--- src/rtl/frame_monitor.sv ---
// frame_monitor: receive-side checker for the sof/pri/eof framing pattern.
//
// Registers the three strobes once, walks each frame through
// IDLE -> SOF -> GAP -> PULSE -> EOF, measures every segment length and
// issues one verdict per frame (normal end, sof restart or timeout).
//
// Ports:
//   clk         clock
//   reset       synchronous, active-low reset
//   sof/pri/eof framing strobes from the generator
//   frame_done  one-cycle pulse when a verdict is issued
//   frame_ok    last verdict, 1 = no errors
//   pulse_cnt   pri pulses in the last frame (saturates at 255)
//   err         error flags of the last frame:
//               [0] sof width [1] gap [2] pri high [3] pri period
//               [4] pulse count [5] eof width [6] ordering [7] timeout
//   frames_ok   cumulative good frames (FRAME_MON_STATS_EN only, else 0)
//   frames_bad  cumulative bad frames  (FRAME_MON_STATS_EN only, else 0)
//
// Optional feature macro: FRAME_MON_STATS_EN builds the 16-bit saturating
// good/bad frame counters; without it both counter ports are tied to 0.
module frame_monitor #(
  parameter int SOF_LEN    = 4,
  parameter int GAP_MIN    = 48,
  parameter int GAP_MAX    = 54,
  parameter int PRI_HIGH   = 30,
  parameter int PRI_PERIOD = 100,
  parameter int PRI_COUNT  = 50,
  parameter int EOF_LEN    = 13,
  parameter int TOL        = 2,
  parameter int TIMEOUT    = 8000
) (
  input  logic        clk,
  input  logic        reset,
  input  logic        sof,
  input  logic        pri,
  input  logic        eof,
  output logic        frame_done,
  output logic        frame_ok,
  output logic [7:0]  pulse_cnt,
  output logic [7:0]  err,
  output logic [15:0] frames_ok,
  output logic [15:0] frames_bad
);

  typedef enum logic [2:0] {ST_IDLE, ST_SOF, ST_GAP, ST_PULSE, ST_EOF} state_t;

  // Limits widened to 17 bits so they compare directly with run_len/pr_len.
  localparam logic [16:0] SOF_W  = 17'(SOF_LEN);
  localparam logic [16:0] GAP_LO = 17'(GAP_MIN);
  localparam logic [16:0] GAP_HI = 17'(GAP_MAX);
  localparam logic [16:0] HI_LO  = 17'(PRI_HIGH - TOL);
  localparam logic [16:0] HI_HI  = 17'(PRI_HIGH + TOL);
  localparam logic [16:0] PER_LO = 17'(PRI_PERIOD - TOL);
  localparam logic [16:0] PER_HI = 17'(PRI_PERIOD + TOL);
  localparam logic [16:0] EOF_LO = 17'(EOF_LEN - TOL);
  localparam logic [16:0] EOF_HI = 17'(EOF_LEN + TOL);
  localparam logic [15:0] TO_CNT = 16'(TIMEOUT);
  localparam logic [7:0]  N_PRI  = 8'(PRI_COUNT);

  state_t      state;
  logic        sof_q, pri_q, eof_q;
  logic        sof_d, pri_d, eof_d;
  logic [15:0] cnt;      // run counter, cleared on every state change
  logic [15:0] pr_cnt;   // cycles since the last pri rise (1 on the rise)
  logic [7:0]  err_w;
  logic [7:0]  pulse_w;
  logic [7:0]  err_evt;

  logic sof_rise, sof_fall, pri_rise, pri_fall, eof_rise, eof_fall;
  logic active, timeout_hit;
  logic [16:0] run_len;  // length of the segment that started at the last state change
  logic [16:0] pr_len;

  assign sof_rise = sof_q & ~sof_d;
  assign sof_fall = ~sof_q & sof_d;
  assign pri_rise = pri_q & ~pri_d;
  assign pri_fall = ~pri_q & pri_d;
  assign eof_rise = eof_q & ~eof_d;
  assign eof_fall = ~eof_q & eof_d;

  assign active      = (state != ST_IDLE);
  assign timeout_hit = active && (cnt == TO_CNT);

  // The counter is cleared on the edge that detects the segment start, so
  // when the end is detected it holds one less than the pin-level width.
  assign run_len = {1'b0, cnt} + 17'd1;
  assign pr_len  = {1'b0, pr_cnt};

  function automatic logic [15:0] sat16(input logic [15:0] v);
    return (v == 16'hFFFF) ? v : v + 16'd1;
  endfunction

  // Error flags raised by normal-transition events in the current cycle.
  always_comb begin
    err_evt = 8'h00;
    case (state)
      ST_SOF: begin
        err_evt[0] = sof_fall && (run_len != SOF_W);
        err_evt[6] = pri_rise | eof_rise;
      end
      ST_GAP: begin
        err_evt[1] = pri_rise && ((run_len < GAP_LO) || (run_len > GAP_HI));
      end
      ST_PULSE: begin
        err_evt[2] = pri_fall && ((pr_len < HI_LO) || (pr_len > HI_HI));
        err_evt[3] = pri_rise && ((pr_len < PER_LO) || (pr_len > PER_HI));
        err_evt[4] = eof_rise && (pulse_w != N_PRI);
      end
      ST_EOF: begin
        err_evt[5] = eof_fall && ((run_len < EOF_LO) || (run_len > EOF_HI));
      end
      default: err_evt = 8'h00;
    endcase
    if (active && pri_q && (sof_q || eof_q)) err_evt[6] = 1'b1;
  end

  always_ff @(posedge clk) begin
    if (!reset) begin
      state      <= ST_IDLE;
      sof_q      <= 1'b0;
      pri_q      <= 1'b0;
      eof_q      <= 1'b0;
      sof_d      <= 1'b0;
      pri_d      <= 1'b0;
      eof_d      <= 1'b0;
      cnt        <= 16'd0;
      pr_cnt     <= 16'd0;
      err_w      <= 8'h00;
      pulse_w    <= 8'd0;
      frame_done <= 1'b0;
      frame_ok   <= 1'b0;
      pulse_cnt  <= 8'd0;
      err        <= 8'h00;
    end else begin
      sof_q      <= sof;
      pri_q      <= pri;
      eof_q      <= eof;
      sof_d      <= sof_q;
      pri_d      <= pri_q;
      eof_d      <= eof_q;
      frame_done <= 1'b0;
      pr_cnt     <= pri_rise ? 16'd1 : sat16(pr_cnt);

      if (active && sof_rise) begin
        // Restart: close the aborted frame and begin a fresh one this cycle.
        frame_done <= 1'b1;
        frame_ok   <= 1'b0;
        err        <= err_w | 8'h40;
        pulse_cnt  <= pulse_w;
        state      <= ST_SOF;
        cnt        <= 16'd0;
        err_w      <= 8'h00;
        pulse_w    <= 8'd0;
      end else if (timeout_hit) begin
        frame_done <= 1'b1;
        frame_ok   <= 1'b0;
        err        <= err_w | 8'h80;
        pulse_cnt  <= pulse_w;
        state      <= ST_IDLE;
        cnt        <= 16'd0;
      end else begin
        err_w <= err_w | err_evt;
        cnt   <= sat16(cnt);
        case (state)
          ST_IDLE: begin
            if (sof_rise) begin
              state   <= ST_SOF;
              cnt     <= 16'd0;
              err_w   <= 8'h00;
              pulse_w <= 8'd0;
            end
          end
          ST_SOF: begin
            if (sof_fall) begin
              state <= ST_GAP;
              cnt   <= 16'd0;
            end
          end
          ST_GAP: begin
            if (pri_rise) begin
              state   <= ST_PULSE;
              cnt     <= 16'd0;
              pulse_w <= 8'd1;
            end else if (eof_rise) begin
              state <= ST_EOF;
              cnt   <= 16'd0;
            end
          end
          ST_PULSE: begin
            if (pri_rise && (pulse_w != 8'hFF)) pulse_w <= pulse_w + 8'd1;
            if (eof_rise) begin
              state <= ST_EOF;
              cnt   <= 16'd0;
            end
          end
          ST_EOF: begin
            if (eof_fall) begin
              frame_done <= 1'b1;
              frame_ok   <= ((err_w | err_evt) == 8'h00);
              err        <= err_w | err_evt;
              pulse_cnt  <= pulse_w;
              state      <= ST_IDLE;
              cnt        <= 16'd0;
            end
          end
          default: state <= ST_IDLE;
        endcase
      end
    end
  end

`ifdef FRAME_MON_STATS_EN
  // Counters follow the registered verdict, so they update one cycle
  // after frame_done.
  always_ff @(posedge clk) begin
    if (!reset) begin
      frames_ok  <= 16'd0;
      frames_bad <= 16'd0;
    end else if (frame_done) begin
      if (frame_ok) begin
        if (frames_ok != 16'hFFFF) frames_ok <= frames_ok + 16'd1;
      end else begin
        if (frames_bad != 16'hFFFF) frames_bad <= frames_bad + 16'd1;
      end
    end
  end
`else
  assign frames_ok  = 16'd0;
  assign frames_bad = 16'd0;
`endif

endmodule

--- config.mk ---
export PLATFORM = sky130hd
export DESIGN_NAME = frame_monitor
export DESIGN_NICKNAME = d
export VERILOG_FILES = /design/src/rtl/frame_monitor.sv
export SDC_FILE = /design/constraint.sdc
export NUM_CORES = 1
export LEC_CHECK = 0
export CAP_MARGIN = 10
export CORE_MARGIN = 3
export CORE_UTILIZATION = 60
export DETAILED_ROUTE_END_ITERATION = 7
export GPL_ROUTABILITY_DRIVEN = 0
export PLACE_DENSITY = 0.89
export SYNTH_ARGS = -nofsm -noshare
export SYNTH_HDL_FRONTEND = slang
export SYNTH_SLANG_ARGS = --single-unit
export TNS_END_PERCENT = 10
--- constraint.sdc ---
create_clock -name clk -period 4.25 [get_ports clk]
set_input_delay 0.85 -clock clk [delete_from_list [all_inputs] [get_ports clk]]
set_output_delay 0.85 -clock clk [all_outputs]
set_load 0.005 [all_outputs]
==> metrics.md, run 1 <==
| Metric | Value |
|---|---|
| IO Port Bufs | 22 |
| Adder-Cell Fraction of Synth Area | 2.676% |
| Vias per cell | 6.010 |
| Xor/xnor share of the synthesized area | 5.961% |
| RSZ-0062 raised after global routing | no |
| FF-to-FF path depth | 8 |
| Post-CTS Resized | 0 |
| First-pass GRT wire length | between 10000 and 15000 um |
| Leakage | 1.590 nW |
| Synth Flop Type | dfxtp_1 |
| Slew @ Worst Pin | about 700 ps |
| Initial Utilization | 63.34% |
| Final Critical Period | 2721 ps |
| Worst r2r dst | frame_ok |
| CP Data Required Time | 4540 ps |
| Status | complete, no violations |
| CTS root buf | clkbuf_8 |
| CP startpoint kind | register |
| Worst-path cell chain | ha_1 > and3_4 > nand3_2 > mux2i_1 > nand4_2 > o32a_1 > nor4_2 > a21o_1 |
| Worst Hold Slack | about 460 ps |
| Commonest non-fill, non-tap cell in the layout | dfxtp_1 |
| Seq/Total Area, Yosys | 36.01% |
| R2R setup slack | about 1500 ps |
| Fin Setup TNS | 0 ps |
| Async set or reset register ratio after synthesis | 0% |
| Slew HR | between 50% and 60% |
| WHS Endpoint | err[1] |
| Critical Path End Type | register |
| Fillers | 520 |
| Max-Cap Viols | 0 |
| Power Density | 310.9 mW/mm2 |
| Area grow syn2layout | 6.265% |
| Post-DP HPWL | 6266 um |
| Fin. max-slew vios | 0 |
| Die X | 88.81 um |
| Worst path depth | 8 |
| Post-Synth Simple-Gate Area | 27.19% |
| Min-delay src | err[1] |
| YS warnings | 0 |
| Hold-fix buffers at CTS | 0 |
| Antenna cells | 0 |
| Drt first pass iters | 5 |
| DRC errors left | 0 |
| Core Footprint | 0.006495 mm2 |
| # IOs | 55 |
| Via count | about 3500 |
| GRT Resource Usage Total | 23.21% |
| Clock latency on the worst-skew pair | 350 ps |
| Largest vdd supply drop | around 0.28 mV |
| Endpoints failing hold | 0 |
| Num rows | 29 |
| Initial antenna violation count | 0 |
| Wire per inst | 15.36 um |
| CP top delay family | simple AND/OR/NAND/NOR gates |
| Main combinational cell family by area after synthesis | simple AND/OR/NAND/NOR gates |
| Synth Area per Inst | around 8.5 um2 |
| Antenna Nets Post-Route | 0 |
| Synth Area in Compound Gates | 15.45% |
| DIE AREA | around 0.0079 mm2 |
| R2r startpoint | cnt[0] |
| CP max stage cell | dfxtp_1 |
| Crit-path max FO | 11 |
| Clk slew on worst S/H paths | approximately 80 ps |
| FF+latch count, synth | 74 |
| Post-CTS setup buffer count | 0 |
| Nets@finish | 507 |
| Multi-input logic area | 0.002320 mm2 |
| Worst hold stages | 2 |
| Max incr delay on CP | around 520 ps |
| Yosys cell types | 68 |
| CTS Buffer Depth | 2 |
| Vias in the first global route | 3089 |
| Clock Skew | around 11 ps |
| Post-synthesis mux area share | between 2 and 2.5% |
| Critical Path AT | roughly 3000 ps |
| Most frequent cells in the layout | dfxtp_1 (74), nor2_1 (50), conb_1 (32) |
| Initial DRC Count | 247 |
| CTS buffer count | 9 |
| Post-Route WL | approximately 9000 um |
| Final period util | 64.02% |
| Crit path kind | register to register |
| Mapped Area | roughly 0.0041 mm2 |
| Buf+Inv Stages, Crit Path | 0 |
| Reg area | 0.001481 mm2 |
| Pin count of the biggest net entering global routing | 24 |
| EDFF count, synth | 0 |
| Setup violators final | 0 |
| Mapped Cells | ~480 |
| CTS tree | built |
| CTS Sinks | 74 |
| FMAX | 367.5 MHz |
| GRT overflow | 0 |
| Hold Path Class | register to register |
| H-tree depth | 3 |
| Layout cells sized above 1 | 7.615% |
| DIE HEIGHT | 88.81 um |
-- metal layers --
| layer | vias up | global-route usage (%) | share of wire [%] |
|---|---|---|---|
| met3 | 21 | 4.004 | 6.5 |
| met4 | 0 | 9.615 | 2.3 |
| met2 | 147 | 36.64 | 47 |
| met1 | 1627 | 31.31 | 44 |
| li1 | 1667 | - | - |
| met5 | - | 0 | 0 |
-- kinds of logic (layout without fill, tap and decap cells) --
kind of cell / Yosys count / count (layout)
and+or+nand+nor: 198 / 198
other: 1 / 32
xor gates and xnor gates: 28 / 28
AOI/OAI and AO/OA: 95 / 95
muxes: 9 / 9
DFF: 74 / 74
buffers and inverters: 69 / 54
adders and majority gates: 9 / 9
-- state kept, by name (all words and copies together), names as in the netlist, 3 cells and up --
register / count
pulse_cnt: 8
err: 8
pr_cnt: 16
pulse_w: 8
cnt: 16
err_w: 7
state: 3
-- Yosys cell counts, types with 3 or more instances --
library cell	number	area, um2
a211oi_1	3	22.52
a21boi_0	4	30.03
a21oi_1	30	150.1
a22o_1	8	70.07
a31oi_1	9	56.30
and2_1	11	68.82
and3_1	7	43.79
buf_2	7	35.03
buf_4	35	262.8
buf_6	4	45.04
clkbuf_1	6	22.52
dfxtp_1	74	1481
ha_1	8	100.1
inv_1	16	60.06
mux2i_1	9	90.09
nand2_1	21	78.83
nand2b_1	4	25.02
nand3_1	19	95.09
nand3_2	3	30.03
nand3b_1	3	22.52
nand4_1	11	68.82
nor2_1	50	187.7
nor2b_1	7	43.79
nor3_1	22	110.1
nor3b_1	3	22.52
nor4_1	4	25.02
nor4_2	3	37.54
nor4b_1	3	26.28
o21ai_0	16	80.08
o2bb2ai_1	3	26.28
or2_2	3	18.77
or3_1	8	50.05
xnor2_1	16	140.1
xor2_1	12	105.1
-- how the worst max path moves through the flow --
stage	from	endpoint	slack [ps]
6_report	cnt[0]	frame_ok	1530
5_1_grt	cnt[0]	frame_ok	1300
4_1_cts	cnt[0]	frame_ok	1570
3_5_place_dp	reset	frame_ok	1390
3_3_place_gp	reset	frame_ok	1450
2_1_floorplan	cnt[0]	frame_ok	2020
-- worst min-delay path, stage by stage (launching register included) --
cell	delay, ps
dfxtp_1	310
nand2_1	50
a21boi_1	50
-- layout make-up --
cell class	count	share of cell area, %
multi-input cells	371	53.06
flip-flops and latches	74	33.89
repair buffers	22	5.037
clock buffers	10	2.919
well taps	77	2.204
clock inverters	6	1.517
inverters	16	1.374
-- through the flow --
stage	std cells	setup slack [ps]	instance area [um2]	total power, mW	utilization, %
after floorplan	514	2023	4230	0.8263	-
after global placement	560	1453	4178	0.8236	64.32
after CTS	576	1565	4372	1.364	67.31
after detailed placement	560	1394	4178	0.8274	64.32
after global routing	576	1304	4372	1.406	67.31
final	576	1529	4372	1.359	67.31
-- report_power, final --
part | switching, mW | internal (mW)
logic | 0.0597 | 0.0338
clock network | 0.273 | 0.272
registers | 0.0178 | 0.703
No activity file was read; power rests on OpenSTA's default activity.
==> run 2: changes to the inputs <==
--- a/config.mk
+++ b/config.mk
@@ -7,10 +7,10 @@
 export LEC_CHECK = 0
 export CAP_MARGIN = 10
 export CORE_MARGIN = 3
-export CORE_UTILIZATION = 60
+export CORE_UTILIZATION = 55
 export DETAILED_ROUTE_END_ITERATION = 7
 export GPL_ROUTABILITY_DRIVEN = 0
-export PLACE_DENSITY = 0.89
+export PLACE_DENSITY = 0.83
 export SYNTH_ARGS = -nofsm -noshare
 export SYNTH_HDL_FRONTEND = slang
 export SYNTH_SLANG_ARGS = --single-unit
==> constraint.sdc (replaced) <==
create_clock -name clk -period 2.8 [get_ports clk]
set_input_delay 0.56 -clock clk [delete_from_list [all_inputs] [get_ports clk]]
set_output_delay 0.56 -clock clk [all_outputs]
set_load 0.005 [all_outputs]
==> run 2 against run 1 <==
Register-to-register slack got worse by 1200 ps. Maximum frequency rose by 8.8%. Die area rose by 8.5%. Combinational power rose by 67%. Setup slack got worse by 1200 ps. Flip-flop and latch count did not move. Via count fell by 2.1%. Final area rose by 2.3%. First-iteration DRC count rose by 0.81%. Power rose by 49%. Sequential share of layout area fell by 0.75 points. Hold slack improved by 14 ps. Largest power group unchanged. Highest routed layer unchanged.
==> metrics.md, run 2 (synthesized netlist as in run 1, its figures left out) <==
| Metric | Value |
|---|---|
| Vias per cell | 5.592 (was 6.010) |
| Critical Path AT | 2810 ps (was 3010 ps) |
| Via count | 3389 (was 3462) |
| Leakage | 1.638 nW (was 1.590 nW) |
| Hold Path Class | register to register (unchanged) |
| Wire per inst | 13.98 um (was 15.36 um) |
| GRT Resource Usage Total | 20.05% (was 23.21%) |
| FMAX | 399.8 MHz (was 367.5 MHz) |
| CP startpoint kind | register (unchanged) |
| Vias in the first global route | 3049 (was 3089) |
| Initial antenna violation count | 0 (unchanged) |
| CTS buffer count | 9 (unchanged) |
| CTS Sinks | 74 (unchanged) |
| RSZ-0062 raised after global routing | no (unchanged) |
| Post-route cell area | 0.004471 mm2 (was 0.004372 mm2) |
| Final Critical Period | 2501 ps (was 2721 ps) |
| Status | complete, no violations (unchanged) |
| Post-Route WL | 8473 um (was 8845 um) |
| Clock Skew | 11.19 ps (about the same) |
| Fin. max-slew vios | 0 (unchanged) |
| Antenna Nets Post-Route | 0 (unchanged) |
| Area grow syn2layout | 8.668% (was 6.265%) |
| Die X | 92.49 um (was 88.81 um) |
| Most frequent cells in the layout | dfxtp_1 (74), nor2_1 (50), conb_1 (32) (unchanged) |
| Power Density | 453.9 mW/mm2 (was 310.9 mW/mm2) |
| DIE HEIGHT | 92.49 um (was 88.81 um) |
| CTS Buffer Depth | 2 (unchanged) |
| Worst Hold Slack | 476.8 ps (was 462.5 ps) |
| Top Registers | cnt (16), pr_cnt (16) (unchanged) |
| CTS tree | built (unchanged) |
| Largest vdd supply drop | 0.2633 mV (was 0.2781 mV) |
| Setup violators final | 0 (unchanged) |
| # IOs | 55 (unchanged) |
| FF-to-FF path depth | 7 (was 8) |
| Crit path kind | register to register (unchanged) |
| First-pass GRT wire length | 14070 um (was 14570 um) |
| CTS root buf | clkbuf_8 (unchanged) |
| DRC errors left | 0 (unchanged) |
| Layout cells sized above 1 | 10.00% (was 7.615%) |
| Worst hold stages | 2 (unchanged) |
| Fin util | 63.69% (was 67.31%) |
| Clock latency on the worst-skew pair | 350 ps (about the same) |
| IO Port Bufs | 22 (unchanged) |
| Crit-path max FO | 9 (was 11) |
| Max-Cap Viols | 0 (unchanged) |
| Critical Path End Type | register (unchanged) |
| Fin Setup TNS | 0 ps (unchanged) |
| Endpoints failing hold | 0 (unchanged) |
| GRT overflow | 0 (unchanged) |
| Num rows | 30 (was 29) |
| Clk slew on worst S/H paths | 90 ps (was 80 ps) |
| Slew HR | 54.09% (was 52.73%) |
| Antenna cells | 0 (unchanged) |
| Drt first pass iters | 5 (unchanged) |
| CP Data Required Time | 3110 ps (was 4540 ps) |
| Initial Utilization | 58.61% (was 63.34%) |
| DIE AREA | 0.008553 mm2 (was 0.007886 mm2) |
| Slew @ Worst Pin | 688.3 ps (was 708.5 ps) |
| H-tree depth | 3 (unchanged) |
| Nets@finish | 518 (was 507) |
| Pin count of the biggest net entering global routing | 20 (was 24) |
| Initial DRC Count | 249 (was 247) |
| Final period util | 89.33% (was 64.02%) |
| Core Footprint | 0.007019 mm2 (was 0.006495 mm2) |
| Post-DP Area | 0.004284 mm2 (was 0.004178 mm2) |
| Post-DP HPWL | 6208 um (was 6266 um) |
| Commonest non-fill, non-tap cell in the layout | dfxtp_1 (unchanged) |
[run 2: per-stage QoR]
step           instances  power, mW  setup WS, ps
2_1_floorplan        514      1.254         573.3
3_3_place_gp         590      1.260         327.5
3_5_place_dp         590      1.265         265.4
4_1_cts              606      2.035         254.7
5_1_grt              606      2.108         79.90
6_report             606      2.029         298.7
[run 2: critical path, cell delays in order, from the launching register on]
cell and delay (ps):
dfxtp_1 530, nand4_1 290, nor3_1 380, mux2i_1 330
nand2_1 140, o32a_1 410, nor4_2 250, a21o_1 100
[run 2: worst paths after layout]
path,slack [ps],from,endpoint
setup / recovery,300,cnt[4],frame_ok
hold / removal,480,err[0],err[0]
setup reg to reg,300,cnt[4],frame_ok
hold reg to reg,480,err[0],err[0]
[run 2: timing repair]
| item | in CTS | in global routing |
|---|---|---|
| hold buffers | 0 | 0 |
| setup buffers | 0 | 0 |
| setup endpoints to repair | 0 | 1 |
| hold endpoints to repair | 0 | 0 |
| gates resized for setup | 0 | 1 |
[run 2: cell type report]
type	instances	area, um2
inverter	16	60.06
multi-input combinational	371	2322
sequential	74	1481
timing repair buffer	33	302.8
clock inverter	7	60.06
tap	96	120.1
fill	577	2549
clock buffer	9	123.9
[run 2: where the power goes]
group / internal [mW] / switching, mW / leakage, nW
logic: 0.0581 / 0.0974 / 0.955
registers: 1.07 / 0.0217 / 0.599
clock network: 0.335 / 0.450 / 0.0844
[run 2: layer usage]
layer	vias to the layer above	wire length [um]	global-route usage (%)
met5	-	0	0
met4	0	186	7.178
met3	21	497	4.793
met2	111	3883	31.66
met1	1561	3905	26.67
li1	1696	-	-
